File: src/rtl/bpsk_pkg.sv
// Shared constants and state type for the BPSK demodulator.
package bpsk_pkg;

  localparam int WORD_W_DEF  = 18;
  localparam int SYM_LEN_DEF = 4;
  localparam int ERR_CNT_W   = 8;

  typedef enum logic [1:0] {
    IDLE = 2'd0,
    RX   = 2'd1,
    DONE = 2'd2
  } state_e;

  function automatic logic [ERR_CNT_W-1:0] sat_inc(input logic [ERR_CNT_W-1:0] v);
    return (v == {ERR_CNT_W{1'b1}}) ? v : v + ERR_CNT_W'(1);
  endfunction

endpackage

File: src/rtl/bpsk_symbol_integrator.sv
// Correlates each sample with the carrier, integrates over one symbol and
// makes the majority decision on the symbol's last sample.
module bpsk_symbol_integrator #(
  parameter int SYM_LEN = 4
) (
  input  logic clk_i,
  input  logic rst_i,
  input  logic en_i,
  input  logic clr_i,
  input  logic bpsk_i,
  input  logic carrier_i,
  output logic bit_o,
  output logic bit_strobe_o,
  output logic mixed_o
);

  localparam int ACC_W = $clog2(SYM_LEN + 1);
  localparam int CNT_W = $clog2(SYM_LEN);

  logic [ACC_W-1:0] acc_q, acc_d, acc_sum_s;
  logic [CNT_W-1:0] cnt_q, cnt_d;
  logic             c_s, last_s;

  // Strict majority: a tie decides 0.
  function automatic logic majority(input logic [ACC_W-1:0] acc);
    logic [ACC_W:0] twice;
    twice = {acc, 1'b0};
    return twice > (ACC_W + 1)'(SYM_LEN);
  endfunction

  // Correlation, decision and next accumulator/sample-counter values.
  always_comb begin
    c_s          = ~(bpsk_i ^ carrier_i);
    acc_sum_s    = acc_q + ACC_W'(c_s);
    last_s       = en_i && (cnt_q == CNT_W'(SYM_LEN - 1));
    bit_strobe_o = last_s;
    bit_o        = majority(acc_sum_s);
    mixed_o      = (acc_sum_s != ACC_W'(0)) && (acc_sum_s != ACC_W'(SYM_LEN));
    if (clr_i) begin
      acc_d = ACC_W'(0);
      cnt_d = CNT_W'(0);
    end else if (en_i && last_s) begin
      acc_d = ACC_W'(0);
      cnt_d = CNT_W'(0);
    end else if (en_i) begin
      acc_d = acc_sum_s;
      cnt_d = cnt_q + CNT_W'(1);
    end else begin
      acc_d = acc_q;
      cnt_d = cnt_q;
    end
  end

  // Integrator state registers.
  always_ff @(posedge clk_i or posedge rst_i) begin
    if (rst_i) begin
      acc_q <= ACC_W'(0);
      cnt_q <= CNT_W'(0);
    end else begin
      acc_q <= acc_d;
      cnt_q <= cnt_d;
    end
  end

endmodule

File: src/rtl/bpsk_demod.sv
// BPSK demodulator top: framing, LSB-first packing and valid/ready output hold.
// Optional non-unanimous symbol counter enabled by BPSK_DEMOD_ERRCNT_EN.
module bpsk_demod
  import bpsk_pkg::*;
#(
  parameter int WORD_W  = WORD_W_DEF,
  parameter int SYM_LEN = SYM_LEN_DEF
) (
  input  logic              clk,
  input  logic              rst,
  input  logic              bpsk_in,
  input  logic              carrier_ref,
  input  logic              in_valid,
  input  logic              read_ready,
  output logic [WORD_W-1:0] data_out,
  output logic              data_valid,
  output logic              overrun,
  output logic              busy
`ifdef BPSK_DEMOD_ERRCNT_EN
  ,
  output logic [ERR_CNT_W-1:0] err_cnt
`endif
);

  localparam int BC_W = $clog2(WORD_W);

  state_e            state_q, state_d;
  logic [BC_W-1:0]   bit_cnt_q, bit_cnt_d;
  logic [WORD_W-1:0] sr_q, sr_d, data_q, data_d;
  logic              armed_q, armed_d, valid_q, valid_d;
  logic              ovr_q, ovr_d, busy_q, busy_d;
  logic              start_s, en_s, clr_s, bit_s, strobe_s, mixed_s;

  // armed_q blocks a frame already in flight when reset released.
  assign start_s = (state_q == IDLE) && in_valid && armed_q;
  assign en_s    = start_s || ((state_q == RX) && in_valid);
  assign clr_s   = (state_q == RX) && !in_valid;

  bpsk_symbol_integrator #(.SYM_LEN(SYM_LEN)) u_integ (
    .clk_i        (clk),
    .rst_i        (rst),
    .en_i         (en_s),
    .clr_i        (clr_s),
    .bpsk_i       (bpsk_in),
    .carrier_i    (carrier_ref),
    .bit_o        (bit_s),
    .bit_strobe_o (strobe_s),
    .mixed_o      (mixed_s)
  );

  // Frame sequencing and bit packing.
  always_comb begin
    state_d   = state_q;
    bit_cnt_d = bit_cnt_q;
    sr_d      = sr_q;
    if (!in_valid) begin
      armed_d = 1'b1;
    end else begin
      armed_d = armed_q;
    end
    case (state_q)
      IDLE: begin
        if (start_s) begin
          armed_d = 1'b0;
          state_d = RX;
        end else begin
          state_d = IDLE;
        end
      end
      RX: begin
        if (!in_valid) begin
          bit_cnt_d = BC_W'(0);
          state_d   = IDLE;
        end else if (strobe_s) begin
          sr_d = {bit_s, sr_q[WORD_W-1:1]};
          if (bit_cnt_q == BC_W'(WORD_W - 1)) begin
            bit_cnt_d = BC_W'(0);
            state_d   = DONE;
          end else begin
            bit_cnt_d = bit_cnt_q + BC_W'(1);
          end
        end else begin
          bit_cnt_d = bit_cnt_q;
        end
      end
      DONE:    state_d = IDLE;
      default: begin
        bit_cnt_d = BC_W'(0);
        state_d   = IDLE;
      end
    endcase
    busy_d = (state_d != IDLE);
  end

  // Output hold register: load, reload-on-read, or drop with overrun.
  always_comb begin
    data_d  = data_q;
    valid_d = valid_q;
    ovr_d   = ovr_q;
    if (state_q == DONE) begin
      if (!valid_q || read_ready) begin
        data_d  = sr_q;
        valid_d = 1'b1;
      end else begin
        ovr_d = 1'b1;
      end
    end else if (valid_q && read_ready) begin
      valid_d = 1'b0;
    end else begin
      valid_d = valid_q;
    end
  end

  // State and output registers.
  always_ff @(posedge clk or posedge rst) begin
    if (rst) begin
      state_q   <= IDLE;
      bit_cnt_q <= BC_W'(0);
      sr_q      <= WORD_W'(0);
      armed_q   <= 1'b0;
      data_q    <= WORD_W'(0);
      valid_q   <= 1'b0;
      ovr_q     <= 1'b0;
      busy_q    <= 1'b0;
    end else begin
      state_q   <= state_d;
      bit_cnt_q <= bit_cnt_d;
      sr_q      <= sr_d;
      armed_q   <= armed_d;
      data_q    <= data_d;
      valid_q   <= valid_d;
      ovr_q     <= ovr_d;
      busy_q    <= busy_d;
    end
  end

  assign data_out   = data_q;
  assign data_valid = valid_q;
  assign overrun    = ovr_q;
  assign busy       = busy_q;

`ifdef BPSK_DEMOD_ERRCNT_EN
  logic [ERR_CNT_W-1:0] err_q, err_d;

  // Saturating count of non-unanimous symbol decisions.
  always_comb begin
    if (strobe_s && mixed_s) begin
      err_d = sat_inc(err_q);
    end else begin
      err_d = err_q;
    end
  end

  // Error counter register.
  always_ff @(posedge clk or posedge rst) begin
    if (rst) begin
      err_q <= ERR_CNT_W'(0);
    end else begin
      err_q <= err_d;
    end
  end

  assign err_cnt = err_q;
`else
  logic mixed_unused_s;
  assign mixed_unused_s = mixed_s;
`endif

endmodule
File: config.mk
export PLATFORM = sky130hd
export DESIGN_NAME = bpsk_demod
export DESIGN_NICKNAME = d
export VERILOG_FILES = /design/src/rtl/bpsk_pkg.sv /design/src/rtl/bpsk_symbol_integrator.sv /design/src/rtl/bpsk_demod.sv
export SDC_FILE = /design/constraint.sdc
export NUM_CORES = 1
export LEC_CHECK = 0
export CORE_MARGIN = 2
export CORE_UTILIZATION = 40
export DETAILED_ROUTE_END_ITERATION = 7
export GPL_ROUTABILITY_DRIVEN = 0
export HOLD_SLACK_MARGIN = 0.1
export PLACE_DENSITY_LB_ADDON = 0.2
export SYNTH_ARGS = -nofsm -noshare
export SYNTH_HDL_FRONTEND = slang
export SYNTH_SLANG_ARGS = --single-unit
File: constraint.sdc
create_clock -name clk -period 3.5 [get_ports clk]
set_clock_uncertainty 0.05 [all_clocks]
set_input_delay 0.7 -clock clk [delete_from_list [all_inputs] [get_ports clk]]
set_output_delay 0.7 -clock clk [all_outputs]
set_load 0.05 [all_outputs]
==> results of run 1 <==
[metrics by stage]
stage	hold WS (ns)	total power, mW	setup WS (ns)	util, %	cell area (µm²)
4_1_cts	0.4284	1.173	1.239	49.15	2690
6_report	0.4227	1.154	1.246	49.15	2690
2_1_floorplan	0.3959	0.7370	1.492	-	2261
3_3_place_gp	0.4061	0.7683	1.142	47.12	2579
5_1_grt	0.4373	1.219	1.194	49.15	2690
3_5_place_dp	0.4075	0.7706	1.105	47.12	2579
[sequential cells by signal (all words and copies together), names as in the netlist]
register / count
sr_q: 18
state_q: 2
u_integ.cnt_q: 2
armed_q: 1
bit_cnt_q: 5
data_valid: 1
busy: 1
u_integ.acc_q: 3
data_out: 18
overrun: 1
[cells in the mapped netlist, types with 2 or more instances]
library cell / instances / area [µm²]
nor2_1: 3 / 11.26
buf_4: 2 / 15.01
nand4bb_1: 2 / 22.52
nand2b_1: 2 / 12.51
mux2_4: 10 / 150.1
ha_1: 5 / 62.56
nor4_1: 2 / 12.51
nor2b_1: 2 / 12.51
dfrtp_1: 52 / 1301
o21ai_0: 9 / 45.04
o31ai_1: 2 / 15.01
a21o_1: 4 / 30.03
inv_1: 4 / 15.01
nand2_1: 58 / 217.7
nand4b_1: 2 / 17.52
a21oi_1: 2 / 10.01
o2bb2ai_1: 2 / 17.52
buf_2: 4 / 20.02
mux2_2: 8 / 90.09
[layout make-up]
type	count	area, µm²
inverter	4	15.01
fill	513	2783
timing repair buffer	29	282.8
clock buffer	5	68.82
tap	72	90.09
multi-input combinational	132	889.6
sequential	52	1301
clock inverter	3	42.54
[kinds of logic after synthesis]
group                    Yosys count  share of synthesized area, %
AO/OA/AOI/OAI                     26                         7.914
XOR/XNOR                           2                        0.7749
adder cells (fa/ha/maj)            5                         2.767
buffers and inverters             12                         3.098
flip-flops                        52                         57.55
multiplexers                      18                         10.63
AND/OR/NAND/NOR                   81                         17.27
[worst paths after layout]
path                            cells after the start  slack [ns]           end        startpoint
worst max-delay path                                1        1.25  data_out[17]      data_out[17]
worst max register to register                      5        1.72       sr_q[3]  u_integ.cnt_q[0]
min in group asynchronous                           2        0.72       sr_q[2]               rst
worst min register to register                      1        0.42       overrun           overrun
worst min-delay path                                1        0.42       overrun           overrun
max in group asynchronous                           3        2.04      sr_q[17]               rst
[routing by layer]
layer | vias to the layer above | routed length (µm) | track usage (%)
met5 | - | 0 | 0
met4 | 0 | 35 | 4.138
met3 | 4 | 97 | 2.727
met2 | 20 | 1747 | 22.63
met1 | 709 | 1794 | 17.34
li1 | 717 | - | -
[cell usage in the layout (no fill, tap or decap), types with 2 or more instances in the layout]
cell and count:
mux2_4 10, buf_4 3, a21oi_1 2, inv_1 3, nand4b_1 2, dfrtp_1 52
nor4_1 2, clkdlybuf4s50_1 26, o2bb2ai_1 2, nand2_1 58, nand4bb_1 2, o21ai_0 9
ha_1 5, nor2_1 3, nor2b_1 2, clkbuf_8 5, a21o_1 4, nand2b_1 2
o31ai_1 2, mux2_2 8
[power groups by stage]
stage	clock [mW]	sequential, mW	combinational [mW]
5_1_grt	0.439	0.655	0.125
2_1_floorplan	0	0.658	0.0786
6_report	0.400	0.650	0.105
3_3_place_gp	0	0.662	0.106
3_5_place_dp	0	0.663	0.108
4_1_cts	0.414	0.650	0.109
==> results.txt, run 1 <==
----------------------------------------------------
[Run status]
  Status ... completed

[Setup path]
  Buf+Inv Stages, Crit Path ... 1
  Setup crit end kind ... output port
  Required time at the worst-slack endpoint ... about 2.8 ns
  Slowest cell on the critical path ... clkdlybuf4s50_1
  Worst path max stage delay ... 0.82 ns
  Critical path cell sequence ... clkdlybuf4s50_1
  Worst path top cell family by delay ... buffers and inverters
  Critical-path maximum fanout ... 2
  Data arrival at the endpoint of the critical path ... 1.50 ns
  Crit path kind ... reg -> out
  Launching element type of the critical path ... flop

[Timing]
  Accumulated negative setup slack ... 0 ns
  Max-Slew Margin vs Limit ... roughly half
  Final setup viols ... 0
  Hold Violations, Final ... 0
  Actual transition at the worst max-transition pin ... between 0.7 and 0.8 ns
  Time the worst path needs with I/O delays and setup ... approximately 2.3 ns
  Slew Viols, Final ... 0
  Setup repair after global routing missed its margin ... no
  Final period util ... about 64%
  Top achievable clock speed ... 443.7 MHz

[Synth]
  Top FF cell, synth ... dfrtp_1
  Share of the yosys chip area belonging to registers ... 57.55%
  Fraction of registers with async set/reset ... 100.0%
  Gate count of the mapped netlist ... 196
  Distinct cells, synth ... 40
  Average cell area after synthesis ... ~12 µm²
  Count of yosys warnings during synthesis ... 0
  Total nets after synthesis ... 207
  Post-synthesis register bit count ... 52
  Post-synth EDFFs ... 0
  Syn Std Cell Area ... approximately 2300 µm²

[Routing]
  Routed WL ... 3.675 mm
  Violation count after the first detailed-routing iteration ... 95
  Number of design rule violations left after detail routing ... 0
  Mean routed wirelength per cell ... about 12 µm
  Vias per cell ... between 4 and 5
  Number of nets with antenna violations after routing ... 0
  Number of vias in the routed layout ... approximately 1500
  Number of detailed-routing iterations run before antenna repair ... 2

[Clock tree]
  Clock sink count ... 52
  Latest clock arrival within the worst-skew pair ... between 0.2 and 0.3 ns
  CTS Buf Count ... 5
  Number of resized instances in the post-cts repair step ... 0
  Clock root buffer ... clkbuf_8
  TritonCTS clock tree ... yes
  Maximum root-to-sink buffer count ... 2
  H-Tree Level Count ... 2
  Buffer count from post-CTS setup fixing ... 0
  Count of hold buffers inserted by post-cts repair ... 0
  CTS clock-pin slew for the worst setup and hold paths ... around 0.09 ns

[GRT]
  Number of antenna violations at the first check in global routing ... 0
  First-pass GRT wire length ... 6.644 mm
  Pin count of the biggest net entering global routing ... 28
  Overall routing resource usage ... 13.40%
  Sum of overflow across all layers after global routing ... 0
  Number of global-route vias before repair ... 1456

[Cells and area]
  Final nets ... 235
  Ratio of cells with drive above 1 in the final layout ... 14.67%
  Area added between synthesis and finish ... 18.98%
  Final non-filler cell total ... 297
  Count of inserted antenna diode cells ... 0

[Power]
  Share of total power consumed by net switching ... 23.47%
  Clock power frac ... 34.6%
  Sequential cell fraction of total power ... 56.3%
  Power share of the combinational group ... 9.1%
  Worst vdd ir ... 0.0002230 V
  Switching pwr ... 270.9 µW
  Static leakage ... roughly 1.4 nW
  Power density relative to cell area ... around 430 nW/µm²
  Cell internal pwr ... 883.3 µW

[Place]
  Post-Place Cells ... 289
  Port bufs ... 26
  Detailed Place HPWL ... 2.656 mm

[Floorplan]
  Die Outline Area ... between 6000 and 7000 µm²
  Horizontal die dimension ... 79.18 µm
  Placement Rows ... 27
  Effective utilization at floorplan ... between 40 and 50%
  Chip Height ... 79.18 µm
  Number of ports placed on the die boundary ... 27
  Placeable core region ... 5473 µm²

[Flow run]
  Max Cap Viol ... 0

[Worst hold path]
  Type of the most critical hold path ... reg -> reg

----------------------------------------------------
No activity file was read; power rests on OpenSTA's default activity.
==> run 2, diff against run 1 <==
==> constraint.sdc (replaced) <==
create_clock -name clk -period 2 [get_ports clk]
set_clock_uncertainty 0.05 [all_clocks]
set_input_delay 0.4 -clock clk [delete_from_list [all_inputs] [get_ports clk]]
set_output_delay 0.4 -clock clk [all_outputs]
set_load 0.05 [all_outputs]
==> run 2 against run 1 <==
Cell area grew 1.9%. Die area stayed put. Via count rose by 0.83%. Utilization up 0.91 points. Worst hold slack worse by 0.074 ns. Sequential power is 75% higher. Largest cell class unchanged. Largest power group unchanged.
==> results.txt, run 2 (synthesized netlist as in run 1, its figures left out) <==
----------------------------------------------------
[Timing]
  Setup repair after global routing missed its margin ... no (unchanged)
  Final period util ... 96.40%
  Hold Violations, Final ... 0 (unchanged)
  Time the worst path needs with I/O delays and setup ... between 1.5 and 2 ns
  Slew Viols, Final ... 0 (unchanged)
  Actual transition at the worst max-transition pin ... 0.5035 ns (was 0.7502 ns)
  Worst hold margin ... 0.3492 ns (was 0.4227 ns)
  Accumulated negative setup slack ... 0 ns (unchanged)
  Top achievable clock speed ... 518.7 MHz
  Post-route setup slack ... 0.07196 ns (was 1.246 ns)
  Max-Slew Margin vs Limit ... 66.33% (was 49.80%)
  Final setup viols ... 0 (unchanged)

[Place]
  Cell Area, Placed ... 2649 µm² (was 2579 µm²)
  Detailed Place HPWL ... 2.607 mm (was 2.656 mm)
  Port bufs ... 26 (unchanged)
  Post-Place Worst Slack ... 0.08184 ns (was 1.105 ns)

[Routing]
  Number of vias in the routed layout ... 1462 (was 1450)
  Number of nets with antenna violations after routing ... 0 (unchanged)
  Number of detailed-routing iterations run before antenna repair ... 2 (unchanged)
  Number of design rule violations left after detail routing ... 0 (unchanged)
  Violation count after the first detailed-routing iteration ... 116 (was 95)
  Mean routed wirelength per cell ... 12.16 µm (was 12.37 µm)
  Routed WL ... 3.672 mm (was 3.675 mm)
  Vias per cell ... 4.841 (was 4.882)

[Cells and area]
  Final cell area excluding filler cells ... 2740 µm² (was 2690 µm²)
  Final Core Density ... 50.07% (was 49.15%)
  Fill cells ... 510 (was 513)
  Count of inserted antenna diode cells ... 0 (unchanged)
  Seq. cell area ... 1301 µm² (unchanged)
  Ratio of cells with drive above 1 in the final layout ... 16.96% (was 14.67%)
  Area added between synthesis and finish ... 21.20% (was 18.98%)
  Final nets ... 240 (was 235)
  Area of the multi-input gates ... 889.6 µm² (unchanged)
  Highest-count cells in the layout ignoring fill and taps ... 58 x nand2_1, 52 x dfrtp_1, 23 x clkdlybuf4s50_1 (was 58 x nand2_1, 52 x dfrtp_1, 26 x clkdlybuf4s50_1)
  Most common cell after layout, fill and taps aside ... nand2_1 (unchanged)

[Floorplan]
  Chip Height ... 79.18 µm (unchanged)
  Placement Rows ... 27 (unchanged)
  Number of ports placed on the die boundary ... 27 (unchanged)
  Die Outline Area ... 6269 µm² (unchanged)
  Placeable core region ... 5473 µm² (unchanged)
  Horizontal die dimension ... 79.18 µm (unchanged)
  Effective utilization at floorplan ... 41.31% (unchanged)

[Setup path]
  Data arrival at the endpoint of the critical path ... 1.48 ns (was 1.50 ns)
  Launching element type of the critical path ... flop (unchanged)
  Required time at the worst-slack endpoint ... 1.55 ns (was 2.75 ns)
  Worst path top cell family by delay ... buffers and inverters (unchanged)
  Setup crit end kind ... output port (unchanged)
  Critical-path maximum fanout ... 2 (unchanged)
  Crit path kind ... reg -> out (unchanged)
  Buf+Inv Stages, Crit Path ... 1 (unchanged)
  Worst path max stage delay ... 0.81 ns (was 0.82 ns)
  Critical path cell sequence ... clkdlybuf4s50_1 (unchanged)
  Slowest cell on the critical path ... clkdlybuf4s50_1 (unchanged)

[Power]
  Power density relative to cell area ... 698.9 nW/µm² (was 429.1 nW/µm²)
  Worst vdd ir ... 0.0003822 V (was 0.0002230 V)
  Static leakage ... 1.405 nW (was 1.357 nW)

[Clock tree]
  CTS Buf Count ... 5 (unchanged)
  TritonCTS clock tree ... yes (unchanged)
  Clock root buffer ... clkbuf_8 (unchanged)
  Latest clock arrival within the worst-skew pair ... 0.29 ns (about the same)
  H-Tree Level Count ... 2 (unchanged)
  Count of hold buffers inserted by post-cts repair ... 0 (unchanged)
  Maximum root-to-sink buffer count ... 2 (unchanged)
  CTS clock-pin slew for the worst setup and hold paths ... 0.09 ns (about the same)
  Buffer count from post-CTS setup fixing ... 0 (unchanged)
  Clock sink count ... 52 (unchanged)
  Number of resized instances in the post-cts repair step ... 0 (unchanged)

[GRT]
  Number of global-route vias before repair ... 1359 (was 1456)
  Pin count of the biggest net entering global routing ... 19 (was 28)
  Overall routing resource usage ... 12.94% (was 13.40%)
  First-pass GRT wire length ... 6.327 mm (was 6.644 mm)
  Sum of overflow across all layers after global routing ... 0 (unchanged)
  Number of antenna violations at the first check in global routing ... 0 (unchanged)

[Run status]
  Status ... completed (unchanged)

[Worst hold path]
  Type of the most critical hold path ... in -> async (was reg -> reg)

[Flow run]
  Max Cap Viol ... 0 (unchanged)

----------------------------------------------------
==> run 2: cell types whose count changed in the layout (fill, tap and decap cells not counted) <==
| cell | change |
|---|---|
| buf_12 | +3 |
| buf_4 | +4 |
| bufinv_16 | -1 |
| clkbuf_1 | +1 |
| clkdlybuf4s50_1 | -3 |
| clkinv_2 | -1 |
| clkinv_4 | +1 |
| dlymetal6s2s_1 | +1 |
==> run 2: final timing paths <==
check | from | end | slack [ns] | cells after the start
min reg2reg | overrun | overrun | 0.42 | 1
max in group asynchronous | rst | bit_cnt_q[0] | 1.09 | 3
min in group clk | overrun | overrun | 0.42 | 1
min | rst | bit_cnt_q[2] | 0.35 | 2
max | data_out[17] | data_out[17] | 0.07 | 1
max reg2reg | u_integ.cnt_q[0] | u_integ.cnt_q[0] | 0.49 | 4
==> run 2: routing by layer <==
layer  global-route usage [%]  wire, µm  up-vias  share of wire, %
li1                         -         -      731                 -
met1                    17.60      1782      705                49
met2                    19.92      1709       20                47
met3                    3.864       131        6               3.6
met4                    4.138        48        0               1.3
met5                        0         0        -                 0
==> run 2: metrics by stage <==
step	instances	power [mW]
2_1_floorplan	196	1.290
3_3_place_gp	294	1.354
3_5_place_dp	294	1.360
4_1_cts	302	1.951
5_1_grt	302	2.037
6_report	302	1.915
==> run 2: power breakdown <==
part	internal, mW	switching (mW)	total (mW)
clock network	0.249	0.331	0.580
logic	0.0874	0.108	0.195
registers	1.10	0.0428	1.14
==> run 2: cell type report <==
cell class	instances	area share, %
flip-flops and latches	52	47.49
inverters	4	0.5479
multi-input cells	132	32.47
clock buffers	6	2.648
well taps	72	3.288
repair buffers	34	12.97
clock inverters	2	0.5936
